--- src/rtl/manch_encoder_if.sv ---
// Parallel-in / serial-out bus for the Manchester transmitter.
// The master side supplies words through a valid/ready handshake. The slave
// side (the encoder) drives the line and the frame status.
interface manch_encoder_if #(
    parameter int DATA_W = 8
);
    logic [DATA_W-1:0] din;
    logic              din_valid;
    logic              din_ready;
    logic              dataout;
    logic              busy;
    logic              tx_done;

    modport master (
        output din, din_valid,
        input  din_ready, dataout, busy, tx_done
    );

    modport slave (
        input  din, din_valid,
        output din_ready, dataout, busy, tx_done
    );
endinterface

--- src/rtl/manch_encoder.sv ---
// Manchester line transmitter (IEEE 802.3 polarity: 1 = low-then-high).
// A frame is made of an alternating preamble, the payload sent MSB-first, and
// an idle gap. The counters always describe the symbol currently on the line.
// The line register is loaded from the symbol of the *next* cycle, so
// dataout changes only on clock edges and every half-bit lasts exactly
// HALF_BIT_CLKS cycles.
module manch_encoder #(
    parameter int DATA_W        = 8,
    parameter int HALF_BIT_CLKS = 4,
    parameter int PREAMBLE_BITS = 8,
    parameter int GAP_BITS      = 2
) (
    input  logic            clk,
    input  logic            rst,
    manch_encoder_if.slave  bus
);
    localparam logic [1:0] S_IDLE = 2'd0;
    localparam logic [1:0] S_PRE  = 2'd1;
    localparam logic [1:0] S_DATA = 2'd2;
    localparam logic [1:0] S_GAP  = 2'd3;

    localparam int MAX_BITS_A = (PREAMBLE_BITS > DATA_W) ? PREAMBLE_BITS : DATA_W;
    localparam int MAX_BITS   = (MAX_BITS_A > GAP_BITS) ? MAX_BITS_A : GAP_BITS;
    localparam int BC_W       = $clog2(MAX_BITS + 1);
    localparam int HC_W       = $clog2(HALF_BIT_CLKS + 1);

    localparam logic [HC_W-1:0] HALF_LAST = HC_W'(HALF_BIT_CLKS - 1);
    localparam logic [BC_W-1:0] PRE_LAST  = BC_W'((PREAMBLE_BITS > 0) ? PREAMBLE_BITS - 1 : 0);
    localparam logic [BC_W-1:0] DATA_LAST = BC_W'(DATA_W - 1);
    localparam logic [BC_W-1:0] GAP_LAST  = BC_W'(GAP_BITS - 1);

    logic [1:0]        r_state;
    logic [HC_W-1:0]   r_half_cnt;
    logic              r_phase;
    logic [BC_W-1:0]   r_bit_cnt;
    logic [DATA_W-1:0] r_shift;
    logic              r_dataout;

    logic              w_half_end;
    logic              w_bit_end;
    logic              w_last_bit;
    logic [1:0]        w_state_next;
    logic [HC_W-1:0]   w_half_cnt_next;
    logic              w_phase_next;
    logic [BC_W-1:0]   w_bit_cnt_next;
    logic [DATA_W-1:0] w_shift_next;
    logic              w_sym_bit;
    logic              w_dataout_next;
    logic              w_tx_done;

    // Next-state, counter advance and the symbol to present in the next cycle
    always_comb begin
        w_state_next    = r_state;
        w_half_cnt_next = r_half_cnt;
        w_phase_next    = r_phase;
        w_bit_cnt_next  = r_bit_cnt;
        w_shift_next    = r_shift;
        w_sym_bit       = 1'b0;
        w_dataout_next  = 1'b0;

        w_half_end = (r_half_cnt == HALF_LAST);
        w_bit_end  = w_half_end && r_phase;

        case (r_state)
            S_PRE:   w_last_bit = (r_bit_cnt == PRE_LAST);
            S_DATA:  w_last_bit = (r_bit_cnt == DATA_LAST);
            S_GAP:   w_last_bit = (r_bit_cnt == GAP_LAST);
            default: w_last_bit = 1'b0;
        endcase

        if (r_state == S_IDLE) begin
            if (bus.din_valid) begin
                w_state_next    = (PREAMBLE_BITS > 0) ? S_PRE : S_DATA;
                w_half_cnt_next = '0;
                w_phase_next    = 1'b0;
                w_bit_cnt_next  = '0;
                w_shift_next    = bus.din;
            end
        end else begin
            w_half_cnt_next = w_half_end ? '0 : r_half_cnt + HC_W'(1);
            if (w_half_end) begin
                w_phase_next = ~r_phase;
            end
            if (w_bit_end) begin
                // Payload advances only at bit boundaries; the MSB is always the live bit
                if (r_state == S_DATA) begin
                    w_shift_next = r_shift << 1;
                end
                if (w_last_bit) begin
                    w_bit_cnt_next = '0;
                    case (r_state)
                        S_PRE:   w_state_next = S_DATA;
                        S_DATA:  w_state_next = S_GAP;
                        default: w_state_next = S_IDLE;
                    endcase
                end else begin
                    w_bit_cnt_next = r_bit_cnt + BC_W'(1);
                end
            end
        end

        // Preamble starts with 1 and alternates; even bit indices carry 1
        case (w_state_next)
            S_PRE:   w_sym_bit = ~w_bit_cnt_next[0];
            S_DATA:  w_sym_bit = w_shift_next[DATA_W-1];
            default: w_sym_bit = 1'b0;
        endcase

        if ((w_state_next == S_PRE) || (w_state_next == S_DATA)) begin
            w_dataout_next = w_phase_next ? w_sym_bit : ~w_sym_bit;
        end

        w_tx_done = (r_state == S_GAP) && w_last_bit && w_bit_end;
    end

    // State, counters, payload and line register; reset drops the line at once
    always_ff @(posedge clk or posedge rst) begin
        if (rst) begin
            r_state    <= S_IDLE;
            r_half_cnt <= '0;
            r_phase    <= 1'b0;
            r_bit_cnt  <= '0;
            r_shift    <= '0;
            r_dataout  <= 1'b0;
        end else begin
            r_state    <= w_state_next;
            r_half_cnt <= w_half_cnt_next;
            r_phase    <= w_phase_next;
            r_bit_cnt  <= w_bit_cnt_next;
            r_shift    <= w_shift_next;
            r_dataout  <= w_dataout_next;
        end
    end

    assign bus.din_ready = (r_state == S_IDLE);
    assign bus.busy      = (r_state != S_IDLE);
    assign bus.dataout   = r_dataout;
    assign bus.tx_done   = w_tx_done;

endmodule

--- src/flat_wrapper.sv ---
// flat-port wrapper written by rule: the top's interface ports become plain ports
module manch_encoder_flat 
#(
    parameter int DATA_W        = 8,
    parameter int HALF_BIT_CLKS = 4,
    parameter int PREAMBLE_BITS = 8,
    parameter int GAP_BITS      = 2
)
  (clk, rst, bus_din, bus_din_valid, bus_din_ready, bus_dataout, bus_busy, bus_tx_done);
  manch_encoder_if #(.DATA_W(DATA_W)) bus_i ();
  input  logic clk;
  input  logic rst;
  input wire logic [$bits(bus_i.din)-1:0] bus_din;
  input wire logic [$bits(bus_i.din_valid)-1:0] bus_din_valid;
  output wire logic [$bits(bus_i.din_ready)-1:0] bus_din_ready;
  output wire logic [$bits(bus_i.dataout)-1:0] bus_dataout;
  output wire logic [$bits(bus_i.busy)-1:0] bus_busy;
  output wire logic [$bits(bus_i.tx_done)-1:0] bus_tx_done;
  assign bus_i.din = bus_din;
  assign bus_i.din_valid = bus_din_valid;
  assign bus_din_ready = bus_i.din_ready;
  assign bus_dataout = bus_i.dataout;
  assign bus_busy = bus_i.busy;
  assign bus_tx_done = bus_i.tx_done;
  manch_encoder #(.DATA_W(DATA_W), .HALF_BIT_CLKS(HALF_BIT_CLKS), .PREAMBLE_BITS(PREAMBLE_BITS), .GAP_BITS(GAP_BITS)) u_core (.clk(clk), .rst(rst), .bus(bus_i));
endmodule
--- config.mk ---
export PLATFORM = sky130hd
export DESIGN_NAME = manch_encoder_flat
export DESIGN_NICKNAME = d
export VERILOG_FILES = /design/src/rtl/manch_encoder_if.sv /design/src/rtl/manch_encoder.sv /design/src/flat_wrapper.sv
export SDC_FILE = /design/constraint.sdc
export NUM_CORES = 1
export LEC_CHECK = 0
export ABC_AREA = 1
export ABC_CLOCK_PERIOD_IN_PS = 6100
export BUFFER_PORTS_ARGS = -buffer_cell sky130_fd_sc_hd__buf_2
export CAP_MARGIN = 10
export CORE_MARGIN = 5
export CORE_UTILIZATION = 55
export CTS_CLUSTER_SIZE = 40
export DETAILED_ROUTE_END_ITERATION = 12
export PLACE_DENSITY_LB_ADDON = 0.12
export SLEW_MARGIN = 10
export SYNTH_ARGS = -nofsm -noshare
export SYNTH_HDL_FRONTEND = slang
export SYNTH_SLANG_ARGS = --single-unit
--- constraint.sdc ---
create_clock -name clk -period 6.1 [get_ports clk]
set_clock_uncertainty 0.15 [all_clocks]
set_input_delay 0.61 -clock clk [delete_from_list [all_inputs] [get_ports clk]]
set_output_delay 0.61 -clock clk [all_outputs]
set_load 0.005 [all_outputs]
; ---- After elaboration in Yosys (flattened, before gate mapping)
; Index checks and enable logic that the tools add are counted.
[op_classes]
n_addsub = 2
eq_ne = 9
mux = 23
bitwise = 3
reduce_logical = 11
[ops]
columns = op, count
row1 = 2-to-1 mux 8 bit, 4
row2 = 2-to-1 mux 4 bit, 4
row3 = 2-to-1 mux 3 bit, 3
row4 = 2-to-1 mux 2 bit, 4
row5 = == test 2 bit (second input constant), 3
row6 = nonzero test 2 bit, 3
row7 = 2-to-1 mux 1 bit, 5
row8 = adder 4 x 1 -> 4 bit (second input constant), 1
row9 = == test 2 x 1 -> 1 bit (second input constant), 2
row10 = == test 4 x 1 -> 1 bit (second input constant), 1
row11 = == test 4 x 3 -> 1 bit (second input constant), 1
row12 = case mux 1 bit (2 select lines), 2
row13 = case mux 2 bit (2 select lines), 1
row14 = adder 3 x 1 -> 3 bit (second input constant), 1
row15 = == test 3 x 2 -> 1 bit (second input constant), 1
row16 = logical AND 1 bit, 3
row17 = NOT 1 bit, 3
row18 = AND reduction 3 bit, 1
row19 = zero test 2 bit, 1
row20 = != test 2 bit (second input constant), 1
row21 = AND reduction 2 bit, 1
row22 = OR reduction 2 bit, 1
row23 = logical OR 1 bit, 1
[word_totals]
register_bits = 19
in_bits = 11
output_inout_bits = 4
elab_cells = 56

; ---- Logic depth before layout (Yosys ltp)
; Gate-level depths: netlist (run 1).
[depth]
depth_word = 11
depth_mapped = 16
depth_no_buf = 16

; ---- Worst setup path after synthesis (run 1)
; No wires, ideal clock.
[synth_path]
path_kind = register to register
from = register u_core.r_half_cnt[0]
to = register u_core.r_dataout (netlist: u_core.bus.dataout)
setup_ns = 0.119
arrival_time_ns = 1.823
required_ns = 5.831
path_slack_ns = 4.008
path_stages_with_launch = 15
path_buffers = 0
period_less_slack_ns = 2.092
cell_sequence = dfrtp_1 -> ha_1 -> nand2_1 -> inv_1 -> ha_1 -> inv_2 -> nor2_4 -> nand4_2 -> o21ai_2 -> inv_1 -> ha_1 -> nand3_1 -> nand3_1 -> nand2_1 -> nor2_1
[synth_via]
elab_chain_len = 9
word_cells_on_any_way = 18
cone_classes = 3 x eq/ne / 11 x mux / 2 x bitwise / 2 x reduce/logical
[synth_lines]
columns = item, line_no
row1 = start: declaration, manch_encoder.sv:33  ; logic [HC_W-1:0] r_half_cnt;
row2 = start signal: assignment, manch_encoder.sv:127  ; r_half_cnt <= w_half_cnt_next;
row3 = == test 3 x 2 -> 1 bit (*), manch_encoder.sv:61  ; w_half_end = (r_half_cnt == HALF_LAST);
row4 = logical AND 1 bit (*), manch_encoder.sv:62  ; w_bit_end = w_half_end && r_phase;
row5 = 2-to-1 mux 2 bit (*), manch_encoder.sv:84  ; if (w_bit_end) begin
row6 = 2-to-1 mux 2 bit (*), manch_encoder.sv:71  ; if (r_state == S_IDLE) begin
row7 = named net u_core.w_state_next[0], manch_encoder.sv:42  ; logic [1:0] w_state_next;
row8 = == test 2 bit or == test 2 x 1 -> 1 bit (tied branches), "manch_encoder.sv:103, manch_encoder.sv:109"
row9 = case mux 1 bit (2 select lines), manch_encoder.sv:103  ; case (w_state_next)
row10 = NOT 1 bit, manch_encoder.sv:110  ; w_dataout_next = w_phase_next ? w_sym_bit : ~w_sym_bit;
row11 = 2-to-1 mux 1 bit, manch_encoder.sv:110
row12 = 2-to-1 mux 1 bit (*), manch_encoder.sv:109  ; if ((w_state_next == S_PRE) || (w_state_next == S_DATA)) begin
row13 = named net u_core.w_dataout_next, manch_encoder.sv:48  ; logic w_dataout_next;
row14 = end signal: assignment, manch_encoder.sv:131  ; r_dataout <= w_dataout_next;
row15 = end: declaration, manch_encoder.sv:37  ; logic r_dataout;
; Mark *: on every way through the listed nets, which the timed path passes. The rest lies on a longest branch. The select of a mux whose other input is x is not followed.
; A chain may end at the register's enable or synchronous reset.

; ---- Final worst setup path (run 1)
[layout_path]
from = register u_core.r_half_cnt[0]
to = output port bus_tx_done
[layout_via]
elab_chain_len = 3
[layout_lines]
columns = item, line_no
row1 = == test 3 x 2 -> 1 bit, manch_encoder.sv:61
row2 = logical AND 1 bit, manch_encoder.sv:62
row3 = logical AND 1 bit, manch_encoder.sv:113  ; w_tx_done = (r_state == S_GAP) && w_last_bit && w_bit_end;
row4 = end: declaration, flat_wrapper.sv:18  ; output wire logic [$bits(bus_i.tx_done)-1:0] bus_tx_done;
; Every way passes these cells.

==> metrics.md, run 1 <==
| Metric | Value |
|---|---|
| Maximum VDD drop | ~0.18 mV |
| Post-synth cell types | 24 |
| CTS tree | built |
| Die H | approximately 54 um |
| FP Rows | 15 |
| Pin count of the biggest net entering global routing | 20 |
| First-pass GRT wire length | 3610 um |
| Port Buffer Count | 14 |
| Total wire length | 2050 um |
| Total track usage | between 15 and 20% |
| Clk sink count | 19 |
| Vias | around 870 |
| Max_cap viols | 0 |
| Share of layout cells above drive strength 1 | ~17% |
| DRT iter0 DRCs | 20 |
| 1st-pass router iterations | 4 |
| Fill cells | between 150 and 200 |
| CP Capture Type | primary output |
| CP bufs+invs | 3 |
| I/O Pins | 15 |
| Mapped Cells | between 100 and 150 |
| Hold Buf Count CTS | 0 |
| Final ANT Viol Nets | 0 |
| Clock-pin slew of the registers on the worst-case setup and hold paths | ~0.11 ns |
| Sw frac | between 30% and 40% |
| Worst-Skew Late Latency | ~0.29 ns |
| Least-Margin Pin Slew | ~0.7 ns |
| Leakage | 0.625 nW |
| Setup violations, final | 0 |
| Worst path required time | about 5.3 ns |
| Final hold slack | 0.256 ns |
| Hold crit path type | in -> async |
| Clock share of power | between 15 and 20% |
| Critical path class | reg -> out |
| Dominant cells by area after synthesis | dfrtp_1, nand2_1, ha_1, inv_1, nand3_1 |
| Layout area overhead | 11.0% |
| RSZ-0062 raised after global routing | no |
| Max Freq | approximately 380 MHz |
| Core Box Area | 1780 um^2 |
| RePlAce Congestion | about 0.85 |
| Vias in the first global route | 847 |
| Antenna Cells | 0 |
| Gate power share | about 33% |
| Post-Syn Nets | approximately 150 |
| Crit Path Max Fanout | 6 |
| Layout Nets | around 160 |
| # Post-CTS Setup Buffers | 0 |
| Die Footprint | around 2900 um^2 |
| Root buf cell | clkbuf_4 |
| Final hold viol count | 0 |
| Placed inst area | 1150 um^2 |
| Synth warn | 0 |
| Fin crit share | 43.2% |
| Crit path cell chain | ha_1 -> nand2_1 -> inv_1 -> ha_1 -> inv_2 -> nor2_4 -> nand4_2 -> nor2_1 -> buf_2 |
| Wire per inst | approximately 12 um |
| Initial antenna violation count | 0 |
| Post-DP HPWL | ~1600 um |
| Pre-CTS setup slack | approximately 3.8 ns |
| Sequential cell area fraction in the yosys report | between 40% and 50% |
| Max Root-Sink Buffers | 2 |
| Total CTS buffers | 3 |
| Pins Over Slew Limit | 0 |
| Worst setup margin | between 3 and 4 ns |
| Worst path top cell family by delay | simple AND/OR/NAND/NOR gates |
| Setup TNS | 0 ns |
| Mapped Area | around 1100 um^2 |
| Cell area after layout | 1170 um^2 |
| Vias per std cell | 5.16 |
| Cell Pwr Density | 320 nW/um^2 |
| Switching power | approximately 0.14 mW |
| Syn avg cell area | between 8 and 9 um^2 |
| Seq cells post-synth | 19 |
| Critical path arrival | 1.88 ns |
| Grt ovf | 0 |
| Worst path most repeated cell | ha_1 |
| Sequential Power Share | 49.9% |
| CP max stage delay | just under 0.4 ns |
| Synth area leader | dfrtp_1 |
| Post-CTS Resized | 0 |
| Worst rel slew slack | ~53% |
| CP Launch Type | flop |
| CTS H-tree depth | 1 |
| Outcome | finished, final reports clean |
| # DRC | 0 |
| Initial Utilization | between 50% and 60% |
| Chip Width | approximately 54 um |
| Area fraction of the dominant cell type after synthesis | about 45% |
| Critical path's slowest cell | dfrtp_1 |
| Tmin final | around 2.6 ns |
| Int Pwr | roughly 0.24 mW |
## cell families after synthesis
group | share of synthesized area, %
adder cells (fa/ha/maj) | 9.46
XOR/XNOR | 1.66
buffers and inverters | 9.93
AO/OA/AOI/OAI | 9.10
flip-flops | 44.9
AND/OR/NAND/NOR | 24.9
## sequential cells by signal (all words and copies together) (netlist names), named ones only
name,cells
u_core.r_shift,8
u_core.r_bit_cnt,4
u_core.r_half_cnt,3
u_core.bus.dataout,1
u_core.r_phase,1
u_core.r_state,1
## final cells by class
type | count | area [um^2] | share of cell area [%]
Timing Repair Buffer | 14 | 70.1 | 5.96
Multi-Input combinational cell | 82 | 478 | 40.7
Sequential cell | 19 | 475 | 40.5
Inverter | 25 | 93.8 | 7.99
Tap cell | 25 | 31.3 | 2.66
Clock buffer | 4 | 26.3 | 2.24
## through the flow
stage	total power, mW	util (%)	std cells
6_report	0.376	65.9	169
5_1_grt	0.409	65.9	169
4_1_cts	0.379	65.9	169
3_5_place_dp	0.315	64.4	165
3_3_place_gp	0.309	64.4	165
2_1_floorplan	0.281	-	127
## metal layers
| metal | vias up | GRT usage [%] | wire [um] |
|---|---|---|---|
| li1 | 442 | - | - |
| met1 | 405 | 20.7 | 903 |
| met2 | 21 | 30.4 | 1030 |
| met3 | 4 | 2.77 | 99 |
| met4 | 0 | 7.66 | 25 |
| met5 | - | 0 | 0 |
## path summary, 6_finish.rpt
path                                       from                    to  slack, ns  cells after the start
max                        u_core.r_half_cnt[0]           bus_tx_done       3.46                      9
min                                         rst     u_core.r_shift[1]       0.26                      2
max reg2reg                   u_core.r_state[0]    u_core.bus.dataout       3.77                     11
min reg2reg                u_core.r_half_cnt[0]  u_core.r_half_cnt[0]       0.35                      1
max in group asynchronous                   rst     u_core.r_shift[5]       5.10                      2
min in group clk           u_core.r_half_cnt[0]  u_core.r_half_cnt[0]       0.35                      1
## worst register-to-register path: cells and delay by family, from the launching register on
| family | cells | cell delay (ns) |
|---|---|---|
| flops | 1 | 0.40 |
| buf+inv | 3 | 0.40 |
| fa+ha+maj | 2 | 0.47 |
| compound gates | 3 | 0.47 |
| simple gates | 3 | 0.35 |
## power by group through the flow
stage          sequential [mW]  clock [mW]  combinational [mW]
6_report                 0.188      0.0637               0.125
4_1_cts                  0.187      0.0649               0.127
5_1_grt                  0.191      0.0703               0.147
2_1_floorplan            0.184           0              0.0968
3_5_place_dp             0.190           0               0.126
3_3_place_gp             0.189           0               0.120
## synthesized netlist by cell type (all sizes together)
library cell,instances
o211ai,1
nand2,35
o221ai,4
o31ai,1
xnor2,1
o21ai,6
dfrtp,19
inv,23
ha,8
nor2,5
a211oi,1
xor2,1
buf,1
clkinv,2
nand4,2
nand3,16
a21oi,1
## layout by cell type (no fill, tap or decap)
master | netlist | layout
clkbuf_1 | 0 | 1
inv_1 | 21 | 21
nand4_1 | 1 | 1
buf_2 | 0 | 14
o21ai_2 | 1 | 1
nand2_1 | 34 | 34
nor2_4 | 1 | 1
nand3_2 | 1 | 1
a21oi_1 | 1 | 1
o21ai_0 | 3 | 3
xnor2_1 | 1 | 1
o21ai_1 | 2 | 2
clkbuf_4 | 0 | 3
xor2_1 | 1 | 1
inv_2 | 2 | 2
nand4_2 | 1 | 1
nand2_2 | 1 | 1
nand3_1 | 15 | 15
o221ai_1 | 4 | 4
o211ai_1 | 1 | 1
clkinv_1 | 2 | 2
o31ai_1 | 1 | 1
dfrtp_1 | 19 | 19
ha_1 | 8 | 8
nor2_1 | 4 | 4
a211oi_1 | 1 | 1
Power figures use the tool's default switching activity.
==> run 2: changes to the inputs <==
--- a/config.mk
+++ b/config.mk
@@ -5,12 +5,12 @@
 export SDC_FILE = /design/constraint.sdc
 export NUM_CORES = 1
 export LEC_CHECK = 0
-export ABC_AREA = 1
-export ABC_CLOCK_PERIOD_IN_PS = 6100
+export ABC_AREA = 0
+export ABC_CLOCK_PERIOD_IN_PS = 2300
 export BUFFER_PORTS_ARGS = -buffer_cell sky130_fd_sc_hd__buf_2
 export CAP_MARGIN = 10
 export CORE_MARGIN = 5
-export CORE_UTILIZATION = 55
+export CORE_UTILIZATION = 50
 export CTS_CLUSTER_SIZE = 40
 export DETAILED_ROUTE_END_ITERATION = 12
 export PLACE_DENSITY_LB_ADDON = 0.12
==> constraint.sdc (replaced) <==
create_clock -name clk -period 2.3 [get_ports clk]
set_clock_uncertainty 0.15 [all_clocks]
set_input_delay 0.23 -clock clk [delete_from_list [all_inputs] [get_ports clk]]
set_output_delay 0.23 -clock clk [all_outputs]
set_load 0.005 [all_outputs]
==> metrics.md, run 2 <==
| Metric | Value |
|---|---|
| Max Freq | 382 MHz |
| CTS tree | built |
| Crit Path Max Fanout | 3 (-3) |
| Setup violations, final | 1 (+1) |
| Pin count of the biggest net entering global routing | 20 (unchanged) |
| Setup TNS | -0.316 ns (-0.316 ns) |
| Critical path class | reg -> reg |
| Dominant cells by area after synthesis | dfrtp_1, ha_1, a221o_1, and3_1, nand2_1 |
| Failing checks | negative setup slack |
| Area fraction of the dominant cell type after synthesis | 42.8% (-2.1 points) |
| Max_cap viols | 0 (unchanged) |
| Hold path startpoint | bus_din[0] |
| CP Launch Type | flop |
| 1st-pass router iterations | 4 (unchanged) |
| Die H | 57.1 um (+6.1%) |
| Worst path required time | 2.35 ns (-2.99 ns) |
| # DRC | 0 (unchanged) |
| Port Buffer Count | 14 (unchanged) |
| Chip Width | 57.1 um (+6.1%) |
| Tmin final | between 2 and 3 ns |
| Post-synth cell types | 36 (+50%) |
| I/O Pins | 15 (unchanged) |
| RePlAce Congestion | 0.880 (+3.9%) |
| Number of flip-flops under the largest register name | 8 (unchanged) |
| Pins Over Slew Limit | 0 (unchanged) |
| Fin crit share | 114% |
| Fill cells | 182 (+12%) |
| Outcome | finished, violations left |
| Total CTS buffers | 3 (unchanged) |
| Worst setup margin | -0.316 ns (-3.78 ns) |
| Reg with most FFs | u_core.r_shift |
| Clock-pin slew of the registers on the worst-case setup and hold paths | 0.11 ns (about the same) |
| Worst R2R Start | u_core.r_state[0] |
| CTS H-tree depth | 1 (unchanged) |
| Die Footprint | 3260 um^2 (+13%) |
| Wire per inst | 15.0 um (+23%) |
| Hold crit path type | in -> reg |
| Final hold viol count | 0 (unchanged) |
| Worst Setup SP | u_core.r_state[0] |
| Final ANT Viol Nets | 0 (unchanged) |
| Layout Nets | 167 (+1.8%) |
| Clk sink count | 19 (unchanged) |
| FP Rows | 17 (+2) |
| Main synth FF type | dfrtp_1 |
| Seq cells post-synth | 19 (unchanged) |
| Max Root-Sink Buffers | 2 (unchanged) |
| Total wire length | 2620 um (+28%) |
| Vias in the first global route | 981 (+16%) |
| Top Registers | u_core.r_shift: 8 flops, u_core.r_bit_cnt: 4 flops, u_core.r_half_cnt: 3 flops |
| Leakage | 0.732 nW (+17%) |
| Total track usage | 18.1% (+0.70 points) |
| CP Capture Type | flop |
| First-pass GRT wire length | 4540 um (+26%) |
| Most common cell after layout, fill and taps aside | buf_4 |
| Worst rel slew slack | 50.6% (-2.6 points) |
| Critical path arrival | 2.67 ns (+0.79 ns) |
| Antenna Cells | 0 (unchanged) |
| Syn avg cell area | 10.1 um^2 (+21%) |
| Most numerous cell in the Yosys netlist | dfrtp_1 |
| Register area | 475 um^2 (unchanged) |
| Synth area leader | dfrtp_1 |
| Least-Margin Pin Slew | 0.740 ns (+0.0389 ns) |
| Mapped Area | 1110 um^2 (+5.0%) |
| Fin util | 68.2% (+2.3 points) |
| Post-Syn Nets | 129 (-12%) |
| Cell Pwr Density | 360 nW/um^2 (+13%) |
| Commonest cells post-synth | dfrtp_1, nand2_1, ha_1 |
| Core Box Area | 2170 um^2 (+22%) |
| Async set or reset register ratio after synthesis | 100% (unchanged) |
| Pre-CTS setup slack | -0.303 ns (-4.07 ns) |
| DRT iter0 DRCs | 27 (+35%) |
| Sequential cell area fraction in the yosys report | 42.8% (-2.1 points) |
| Maximum VDD drop | 0.411 mV (+130%) |
| RSZ-0062 raised after global routing | yes |
| Post-synth EDFFs | 0 (unchanged) |
| Vias per std cell | 5.70 (+11%) |
| Synth warn | 0 (unchanged) |
| Post-DP HPWL | 1940 um (+19%) |
| Mapped Cells | 110 (-13%) |
| Worst-Skew Late Latency | 0.30 ns (about the same) |
| Vias | 998 (+14%) |
| Root buf cell | clkbuf_4 |
| Initial antenna violation count | 0 (unchanged) |
| Initial Utilization | 51.2% (-8.2 points) |
| Most frequent cells in the layout | buf_4, dfrtp_1, buf_2 |
| Multi-input gate area | 648 um^2 (+36%) |
| Share of layout cells above drive strength 1 | 38.8% (+22 points) |
| Final hold slack | 0.0138 ns (-0.242 ns) |
| Grt ovf | 0 (unchanged) |
| Layout area overhead | 33.1% |
[run 2: final timing paths]
path	cells past startpoint	slack (ns)	end
max reg2reg	8	-0.32	u_core.bus.dataout
min	3	0.01	u_core.r_shift[0]
max in group asynchronous	3	1.11	u_core.r_shift[3]
min in group asynchronous	3	0.43	u_core.r_shift[0]
min reg2reg	1	0.37	u_core.r_shift[1]
max	8	-0.32	u_core.bus.dataout
[run 2: logic make-up after synthesis]
kind of cell / Yosys count / share of synthesized area [%]
compound gates: 33 / 23.9
xor+xnor: 1 / 0.788
fa+ha+maj: 8 / 9.01
buf+inv: 14 / 5.07
flops: 19 / 42.8
mux: 3 / 2.82
simple gates: 32 / 15.7
[run 2: worst max-delay path: stages, from the launching register on]
cell and delay (ns):
dfrtp_1 0.38, ha_2 0.17, or3b_4 0.39, a211oi_4 0.31
mux2i_2 0.29, a22oi_2 0.09, ha_2 0.19, a32oi_2 0.22
mux2_4 0.32
[run 2: area by class of cell]
type	instances	area share [%]
Clock buffer	3	1.52
Multi-Input combinational cell	77	43.8
Clock inverter	1	0.508
Timing Repair Buffer	39	17.6
Inverter	8	2.03
Tap cell	28	2.37
Sequential cell	19	32.1
[run 2: report_power, final]
part	internal (mW)	leakage (nW)	total (mW)	switching [mW]
Combinational	0.00797	0.473	0.0211	0.0131
Sequential	0.334	0.245	0.334	0
Clock	0.0663	0.0139	0.178	0.111
[run 2: stage by stage]
| step | power [mW] | std cells | instance area (um^2) |
|---|---|---|---|
| after global routing | 0.558 | 175 | 1480 |
| after CTS | 0.538 | 173 | 1420 |
| after global placement | 0.359 | 167 | 1350 |
| after detailed placement | 0.360 | 167 | 1350 |
| final | 0.533 | 175 | 1480 |
| after floorplan | 0.348 | 110 | 1120 |
[run 2: timing repair]
item | CTS | global route
endpoints found under the hold margin | 19 | 0
pin swaps | 2 | 5
resized for setup | 6 | 8
buffers inserted | 1 | 2
hold buffers | 1 | 0
setup endpoints to repair | 7 | 8
[run 2: metal layers]
metal	part of all wire [%]	up-vias	GRT usage (%)	wire [um]
li1	-	485	-	-
met1	43	487	22.3	1110
met2	52	22	31.2	1360
met3	3.7	4	2.94	96
met4	1.7	0	7.62	45
met5	0	-	0	0
